`src/rtl/alu_pkg.sv`:
```
// Shared definitions for the bit-serial ALU controller and its 1-bit cell.
// Holds the op-code constants that select the cell function and the
// encoding of the controller FSM states.
package alu_pkg;

  // Op codes, as presented on sel and captured on an accepted start
  localparam logic [1:0] OP_ADD = 2'b00;
  localparam logic [1:0] OP_SUB = 2'b01;
  localparam logic [1:0] OP_AND = 2'b10;
  localparam logic [1:0] OP_OR  = 2'b11;

  // Controller FSM states
  typedef enum logic [1:0] {
    ST_IDLE = 2'b00,
    ST_RUN  = 2'b01,
    ST_DONE = 2'b10
  } state_t;

  // True for the bitwise op codes, which never produce a carry
  function automatic logic is_logic_op(input logic [1:0] op);
    return (op == OP_AND) || (op == OP_OR);
  endfunction

endpackage

```
`src/rtl/alu_serial_ctrl_alu.sv`:
```
// 1-bit ALU cell (module alu) used by alu_serial_ctrl.
// Ports:
//   i0, i1 : operand bits
//   s      : op code (alu_pkg OP_*)
//   cIn    : carry in
//   res    : result bit
//   cOut   : carry out (always 0 for AND/OR)
// Subtraction is done as i0 + ~i1 + carry; the caller seeds carry with 1.
module alu
  import alu_pkg::*;
(
  input  logic       i0,
  input  logic       i1,
  input  logic [1:0] s,
  input  logic       cIn,
  output logic       res,
  output logic       cOut
);

  logic b_eff;

  // Combinational full adder / logic function selected by s
  always_comb begin
    b_eff = (s == OP_SUB) ? ~i1 : i1;
    res   = 1'b0;
    cOut  = 1'b0;
    case (s)
      OP_ADD, OP_SUB: begin
        res  = i0 ^ b_eff ^ cIn;
        cOut = (i0 & b_eff) | (i0 & cIn) | (b_eff & cIn);
      end
      OP_AND: begin
        res  = i0 & i1;
        cOut = 1'b0;
      end
      OP_OR: begin
        res  = i0 | i1;
        cOut = 1'b0;
      end
      default: begin
        res  = 1'b0;
        cOut = 1'b0;
      end
    endcase
  end

endmodule

```
`src/rtl/alu_serial_ctrl.sv`:
```
// Bit-serial ALU controller: runs one 1-bit alu cell over WIDTH cycles,
// LSB first, to compute ADD/SUB/AND/OR of two WIDTH-bit operands.
// Parameters:
//   WIDTH : operand/result width, 2..32 (default 16)
// Ports:
//   clk   : clock, rising edge
//   rst   : synchronous active-high reset
//   start : request pulse, accepted only in IDLE
//   op_a, op_b, sel : operands and op code, captured on accepted start
//   busy  : high in RUN and DONE
//   done  : one-cycle pulse in DONE
//   res, cout : result and final carry, held until next accepted start
//   zero  : (only with ALU_SERIAL_ZERO_FLAG_EN defined) res == 0
// Optional feature macro: ALU_SERIAL_ZERO_FLAG_EN
module alu_serial_ctrl
  import alu_pkg::*;
#(
  parameter int WIDTH = 16
) (
  input  logic             clk,
  input  logic             rst,
  input  logic             start,
  input  logic [WIDTH-1:0] op_a,
  input  logic [WIDTH-1:0] op_b,
  input  logic [1:0]       sel,
  output logic             busy,
  output logic             done,
  output logic [WIDTH-1:0] res,
`ifdef ALU_SERIAL_ZERO_FLAG_EN
  output logic             zero,
`endif
  output logic             cout
);

  localparam int CW = $clog2(WIDTH) + 1;
  localparam logic [CW-1:0] LAST = CW'(WIDTH - 1);

  state_t           state_r;
  state_t           state_nxt;
  logic [CW-1:0]    cnt_r;
  logic [WIDTH-1:0] a_r;
  logic [WIDTH-1:0] b_r;
  logic [1:0]       sel_r;
  logic             carry_r;
  logic [WIDTH-1:0] shift_r;
  logic             cell_res;
  logic             cell_cout;
  logic             last_bit;
  logic [WIDTH-1:0] shift_nxt;

  // Only the low bits address an operand; the extra counter bit never
  // becomes set because the counter stops at WIDTH-1.
  alu u_alu (
    .i0   (a_r[cnt_r[CW-2:0]]),
    .i1   (b_r[cnt_r[CW-2:0]]),
    .s    (sel_r),
    .cIn  (carry_r),
    .res  (cell_res),
    .cOut (cell_cout)
  );

  assign last_bit  = (cnt_r == LAST);
  assign shift_nxt = {cell_res, shift_r[WIDTH-1:1]};

  // FSM state register
  always_ff @(posedge clk) begin
    if (rst) begin
      state_r <= ST_IDLE;
    end else begin
      state_r <= state_nxt;
    end
  end

  // FSM next-state and status outputs
  always_comb begin
    state_nxt = state_r;
    busy      = 1'b0;
    done      = 1'b0;
    case (state_r)
      ST_IDLE: begin
        if (start) begin
          state_nxt = ST_RUN;
        end else begin
          state_nxt = ST_IDLE;
        end
      end
      ST_RUN: begin
        busy = 1'b1;
        if (last_bit) begin
          state_nxt = ST_DONE;
        end else begin
          state_nxt = ST_RUN;
        end
      end
      ST_DONE: begin
        busy      = 1'b1;
        done      = 1'b1;
        state_nxt = ST_IDLE;
      end
      default: begin
        state_nxt = ST_IDLE;
      end
    endcase
  end

  // Operand capture, serial datapath and result registers
  always_ff @(posedge clk) begin
    if (rst) begin
      cnt_r   <= {CW{1'b0}};
      a_r     <= {WIDTH{1'b0}};
      b_r     <= {WIDTH{1'b0}};
      sel_r   <= OP_ADD;
      carry_r <= 1'b0;
      shift_r <= {WIDTH{1'b0}};
      res     <= {WIDTH{1'b0}};
      cout    <= 1'b0;
`ifdef ALU_SERIAL_ZERO_FLAG_EN
      zero    <= 1'b0;
`endif
    end else begin
      case (state_r)
        ST_IDLE: begin
          if (start) begin
            a_r     <= op_a;
            b_r     <= op_b;
            sel_r   <= sel;
            cnt_r   <= {CW{1'b0}};
            carry_r <= (sel == OP_SUB);
          end
        end
        ST_RUN: begin
          carry_r <= cell_cout;
          shift_r <= shift_nxt;
          if (last_bit) begin
            // The last bit is folded in directly so res is valid in DONE
            res  <= shift_nxt;
            cout <= is_logic_op(sel_r) ? 1'b0 : cell_cout;
`ifdef ALU_SERIAL_ZERO_FLAG_EN
            zero <= (shift_nxt == {WIDTH{1'b0}});
`endif
          end else begin
            cnt_r <= cnt_r + {{(CW-1){1'b0}}, 1'b1};
          end
        end
        ST_DONE: begin
          cnt_r <= cnt_r;
        end
        default: begin
          cnt_r <= {CW{1'b0}};
        end
      endcase
    end
  end

endmodule

```
`config.mk`:
```
export PLATFORM = sky130hd
export DESIGN_NAME = alu_serial_ctrl
export DESIGN_NICKNAME = d
export VERILOG_FILES = /design/src/rtl/alu_pkg.sv /design/src/rtl/alu_serial_ctrl_alu.sv /design/src/rtl/alu_serial_ctrl.sv
export SDC_FILE = /design/constraint.sdc
export NUM_CORES = 1
export LEC_CHECK = 0
export CAP_MARGIN = 10
export CORE_MARGIN = 1
export CORE_UTILIZATION = 50
export DETAILED_ROUTE_END_ITERATION = 10
export PLACE_DENSITY = 0.8
export SYNTH_ARGS = -nofsm -noshare
export SYNTH_HDL_FRONTEND = slang
export SYNTH_SLANG_ARGS = --single-unit
```
`constraint.sdc`:
```
create_clock -name clk -period 5.4 [get_ports clk]
set_input_delay 1.08 -clock clk [delete_from_list [all_inputs] [get_ports clk]]
set_output_delay 1.08 -clock clk [all_outputs]
set_load 0.005 [all_outputs]
```
==> results.txt, run 1 <==
outcome: finished, final reports clean
maximum number of buffers from clock root to sink: 2
CTS tree: built
Net Count, Synth: 400
actual transition at the worst max-transition pin: 1.17 ns
maximum number of pins on one net before global-route repair: 58
cts repair resizes: 0
area of the mapped netlist: 3070 um^2
Cells after Synth: 357
crit path time final: 2.92 ns
post-synthesis area per instance: 8.60 um^2
core utilization of the finished layout: 65.2%
proportion of synthesized chip area in sequential cells: 48.2%
HPWL after DPL: 4220 um
number of rows created at floorplan: 28
# DRC: 0
worst-path cell with the longest stage delay: dfxtp_1
async set-or-reset flop fraction in the synthesized netlist: 0%
area grow syn2layout: 25.8%
Worst Path Max Fanout: 12
I/O Pins: 56
tightest slew margin relative to the limit: 22.0%
CTS H-Tree Depth: 3
critical path's largest stage delay: 0.74 ns
wire length after detailed routing: 6390 um
Yosys top cell area share: 48.2%
number of enable-type register cells in the synthesized netlist: 0
total of flip-flops plus latches after synthesis: 74
total of hold buffers inserted after clock tree synthesis: 0
largest family of logic cells by synthesized area: simple AND/OR/NAND/NOR gates
starting density of the core: 51.9%
number of different library cells in the post-synthesis netlist: 35
critical path class: reg2reg
fill count: 487
Max Transition Viols Final: 0
setup repair after global routing missed its margin: false
Horiz. Die Dim: 80.4 um
post-synthesis share of cell area spent on and, or, nand and nor gates: 18.7%
crit path DAT: 3.16 ns
via density per instance: 5.33
remaining global-route overflow: 0
Clk pin slew, worst setup/hold paths: 0.08 ns
RePlAce Congestion: 0.741
CP Data Required Time: 5.64 ns
area share of xor/xnor cells in the synthesized design: 0.285%
area of the core: 5920 um^2
Yosys Warn Count: 0
CP Cell Sequence: mux4_1 -> mux2i_1 -> mux2i_1 -> xnor2_1 -> fa_1 -> nand2_1 -> o31ai_1 -> o41ai_1
post-synthesis compound-gate area fraction: 13.6%
Min-Delay Path Class: reg2reg
static leakage: 1.41 nW
Hold Violations, Final: 0
most common flop cell mapped by yosys: dfxtp_1
adder and majority cell fraction of the synthesized area: 2.69%
number of violations reported at the end of detailed-routing iteration 0: 167
setup TNS: 0 ns
die height: 80.4 um
number of diodes: 0
antenna violations before repair: 0
clock buffers created by TritonCTS: 9
clock tree root buffer cell: clkbuf_8
vias in the first global route: 2456
library cell appearing most often on the critical path: mux2i_1
clock latency at the later pin of the worst-skew pair: 0.35 ns
post-synth top area cell: dfxtp_1
setup repair bufs after CTS: 0
post-route clock skew: 0.00942 ns
Max Clk Rate: 343 MHz
first-pass detailed-route iteration total: 4
proportion of synthesized area in mux cells: 11.6%
Min Hold Slack: 0.452 ns
Pwr per Cell Area: 310 nW/um^2
per-cell routed wire length: 13.3 um
wire length of the first global-routing pass: 10700 um
residual antenna-violating net count after detailed routing: 0
quantity of I/O buffers inserted on ports: 55
dominant cells by area after synthesis: dfxtp_1, nand2_1, a21oi_1, mux2i_1, nor2_1
critical path capture point type: register
Worst Setup Start Kind: register
Final #Nets: 445
proportion of layout cells with a drive suffix above 1: 6.63%
share of the cycle needed by the critical path after routing: 54.0%
maximum ir drop on the vdd rail: 0.000184 V
total die area: 6460 um^2
max capacitance violation total: 0
aggregate global-route resource usage: 21.8%
Finish-stage setup viols: 0
total via count after detailed routing: 2570
Sinks on Clock Net: 74
-- layout make-up --
cell class              count  area, um^2  share of cell area (%)
repair buffers             58         568                    14.7
clock inverters             7         118                    3.05
clock buffers               9         124                    3.21
well taps                  75        93.8                    2.43
multi-input cells         249        1440                    37.3
inverters                  10        37.5                   0.972
flip-flops and latches     74        1480                    38.4
-- power by group --
part           total, mW  switching, mW  leakage [nW]  internal, mW
Sequential         0.576         0.0120         0.602         0.564
Combinational      0.111         0.0567         0.684        0.0545
Clock              0.512          0.206         0.123         0.307
Total               1.20          0.274          1.41         0.925
-- critical path, delay by kind of cell (launching register included) --
| family | cells | cell delay (ns) |
|---|---|---|
| AO/OA/AOI/OAI | 2 | 0.32 |
| XOR/XNOR | 1 | 0.24 |
| adder cells (fa/ha/maj) | 1 | 0.45 |
| flip-flops | 1 | 0.74 |
| multiplexers | 3 | 0.98 |
| AND/OR/NAND/NOR | 1 | 0.08 |
-- per-layer routing --
layer	track usage [%]	vias up	routed length, um
li1	-	1287	-
met1	25.6	1218	2840
met2	36.9	58	3150
met3	6.82	7	314
met4	8.04	0	83
met5	0	-	0
-- sequential cells by signal (all words and copies together), names as in the netlist --
| signal | flops |
|---|---|
| a_r | 16 |
| cnt_r | 5 |
| carry_r | 1 |
| cout | 1 |
| res | 16 |
| state_r | 2 |
| b_r | 16 |
| shift_r | 15 |
| sel_r | 2 |
-- kinds of logic after synthesis --
kind of cell | after synthesis
AND/OR/NAND/NOR | 144
flip-flops | 74
AO/OA/AOI/OAI | 71
buffers and inverters | 34
multiplexers | 27
adder cells (fa/ha/maj) | 6
XOR/XNOR | 1
-- cell usage after synthesis, drive strengths merged, types with 2 or more instances --
| cell | instances |
|---|---|
| a211oi | 2 |
| a21oi | 54 |
| a22oi | 2 |
| a311oi | 2 |
| a31o | 2 |
| and2 | 2 |
| buf | 8 |
| clkbuf | 16 |
| dfxtp | 74 |
| ha | 5 |
| inv | 10 |
| mux2i | 21 |
| mux4 | 6 |
| nand2 | 106 |
| nand2b | 2 |
| nand3b | 2 |
| nor2 | 26 |
| nor2b | 2 |
| nor3 | 2 |
| o31ai | 2 |
| o41ai | 2 |
-- final timing paths --
check,from,to,slack (ns),cells past startpoint
max reg2reg,cnt_r[1]$_SDFFE_PP0P_,res[15]$_SDFFE_PP0N_,2.48,8
min reg2reg,shift_r[1]$_SDFFE_PP0P_,res[0]$_SDFFE_PP0N_,0.45,2
max,cnt_r[1]$_SDFFE_PP0P_,res[15]$_SDFFE_PP0N_,2.48,8
min,shift_r[1]$_SDFFE_PP0P_,res[0]$_SDFFE_PP0N_,0.45,2
-- layout by cell type, fill, tap and decap left out, types with 3 or more instances in the layout --
| cell type | n |
|---|---|
| nor2_1 | 26 |
| mux2i_1 | 21 |
| clkbuf_8 | 9 |
| clkdlybuf4s50_1 | 54 |
| buf_4 | 3 |
| inv_1 | 10 |
| mux4_1 | 3 |
| a21oi_1 | 54 |
| ha_1 | 5 |
| nand2_1 | 106 |
| bufinv_16 | 3 |
| mux4_2 | 3 |
| dfxtp_1 | 74 |
-- metrics by stage --
stage	cells	cell area (um^2)	power, mW	worst slack, ns
final	482	3860	1.20	2.48
after CTS	482	3860	1.21	2.49
after global routing	482	3860	1.25	2.34
after detailed placement	466	3620	0.699	2.48
after global placement	466	3620	0.695	2.57
after floorplan	357	3070	0.655	3.10
(Power assumes the default switching activity.)
==> run 2: changes to the inputs <==
clock period = 2.7 ns   (was 5.4 ns; I/O delays follow)
==> run 2 against run 1 <==
Effect of this change: critical path depth grew 1; critical path type unchanged; largest power group unchanged; count of clock-buffer cells in the layout grew 1; largest cell class unchanged; sequential power grew 100%.
==> results.txt, run 2 (synthesis gave the netlist of run 1 again) <==
number of violations reported at the end of detailed-routing iteration 0: 114
# DRC: 0
outcome: finished, final reports clean
residual antenna-violating net count after detailed routing: 0
setup slack of the critical path after layout: 0.181 ns
share of the cycle needed by the critical path after routing: 93.3%
total of hold buffers inserted after clock tree synthesis: 0
buffers and inverters on the worst path: 1
worst-path cell with the longest stage delay: mux4_1
Power Internal: 1.79 mW
total die area: 6460 um^2
most frequent standard cell in the layout excluding fill and tap cells: nand2_1
register area: 1480 um^2
number of rows created at floorplan: 28
post-route cell area: 3890 um^2
clock buffers created by TritonCTS: 9
quantity of I/O buffers inserted on ports: 55
Psw: 551 uW
Sinks on Clock Net: 74
fraction of power consumed by sequential logic: 49.2%
critical path's largest stage delay: 0.57 ns
remaining global-route overflow: 0
setup repair bufs after CTS: 0
via density per instance: 5.32
area of the multi-input gates: 1440 um^2
max capacitance violation total: 0
first-pass detailed-route iteration total: 4
Finish-stage setup viols: 0
Horiz. Die Dim: 80.4 um
fill count: 491
die height: 80.4 um
vias in the first global route: 2378
maximum number of buffers from clock root to sink: 2
aggregate global-route resource usage: 21.7%
antenna violations before repair: 0
HPWL after DPL: 4370 um
CTS H-Tree Depth: 3
CP Cell Sequence: buf_4 -> mux4_1 -> nor2_1 -> a311oi_2 -> nor2_1 -> fa_1 -> nand2_1 -> o31ai_1 -> o41ai_1
maximum ir drop on the vdd rail: 0.000314 V
Max Clk Rate: 397 MHz
switching fraction of total power: 23.6%
Worst Setup Start Kind: register
area of the core: 5920 um^2
post-route clock skew: 0.00926 ns
largest registers: a_r x16, b_r x16, res x16
setup TNS: 0 ns
Min Hold Slack: 0.455 ns
tightest slew margin relative to the limit: 55.6%
actual transition at the worst max-transition pin: 0.667 ns
Worst Path Max Fanout: 10
CTS tree: built
area of placed instances: 3670 um^2
number of diodes: 0
core utilization of the finished layout: 65.8%
wire length after detailed routing: 6360 um
critical path class: reg2reg
Pwr per Cell Area: 600 nW/um^2
proportion of layout cells with a drive suffix above 1: 7.99%
Worst Hold Launch: shift_r[1]$_SDFFE_PP0P_
library cell appearing most often on the critical path: nor2_1
clock latency at the later pin of the worst-skew pair: 0.34 ns
worst slack at placement: 0.184 ns
setup repair after global routing missed its margin: false
maximum number of pins on one net before global-route repair: 38
most frequent cells in the layout: nand2_1, dfxtp_1, a21oi_1, clkdlybuf4s50_1, nor2_1
critical path capture point type: register
Max Transition Viols Final: 0
wire length of the first global-routing pass: 10600 um
Final #Nets: 451
Min-Delay Path Class: reg2reg
cts repair resizes: 0
combinational cell fraction of total power: 9.7%
part of the total power dissipated in the clock network: 41.1%
per-cell routed wire length: 13.0 um
origin of the critical flop-to-flop path: cnt_r[1]$_SDFFE_PP0P_
starting density of the core: 51.9%
static leakage: 1.43 nW
family of cells with the greatest summed delay on the critical path: multiplexers
RePlAce Congestion: 0.781
CP Data Required Time: 2.94 ns
I/O Pins: 56
Clk pin slew, worst setup/hold paths: 0.08 ns
crit path DAT: 2.76 ns
crit path time final: 2.52 ns
critical path startpoint: cnt_r[1]$_SDFFE_PP0P_
Hold Violations, Final: 0
area grow syn2layout: 26.8%
clock tree root buffer cell: clkbuf_8
total via count after detailed routing: 2597
[run 2: path summary, 6_finish.rpt]
| path | slack, ns | cells after the start | endpoint |
|---|---|---|---|
| setup / recovery | 0.18 | 9 | shift_r[15]$_SDFFE_PP0P_ |
| hold / removal | 0.45 | 2 | res[0]$_SDFFE_PP0N_ |
| setup reg to reg | 0.18 | 9 | shift_r[15]$_SDFFE_PP0P_ |
| hold reg to reg | 0.45 | 2 | res[0]$_SDFFE_PP0N_ |
[run 2: tightest hold or removal path, delay by kind of cell (launching register included)]
family,cells,cell delay (ns)
AND/OR/NAND/NOR,1,0.05
flip-flops,1,0.31
AO/OA/AOI/OAI,1,0.05
[run 2: per-stage QoR]
stage	std cells	total power, mW
after CTS	488	2.36
after global routing	488	2.44
after global placement	472	1.40
after detailed placement	472	1.40
after floorplan	357	1.31
final	488	2.34
[run 2: layout make-up]
cell class | count | share of cell area (%)
Clock inverter | 6 | 2.31
Inverter | 10 | 0.964
Clock buffer | 10 | 3.53
Timing Repair Buffer | 64 | 15.7
Multi-Input combinational cell | 249 | 37.0
Sequential cell | 74 | 38.0
Tap cell | 75 | 2.41
[run 2: power by group through the flow]
stage	clock, mW	combinational [mW]	sequential [mW]
2_1_floorplan	0	0.144	1.17
3_3_place_gp	0	0.223	1.17
3_5_place_dp	0	0.227	1.17
4_1_cts	0.980	0.229	1.15
5_1_grt	1.03	0.252	1.15
6_report	0.961	0.227	1.15
[run 2: routing by layer]
metal	vias to the layer above	part of all wire (%)	GRT usage, %
li1	1308	-	-
met5	-	0	0
met2	51	48	35.9
met4	0	1.6	8.57
met1	1231	47	27.0
met3	7	4.0	5.11
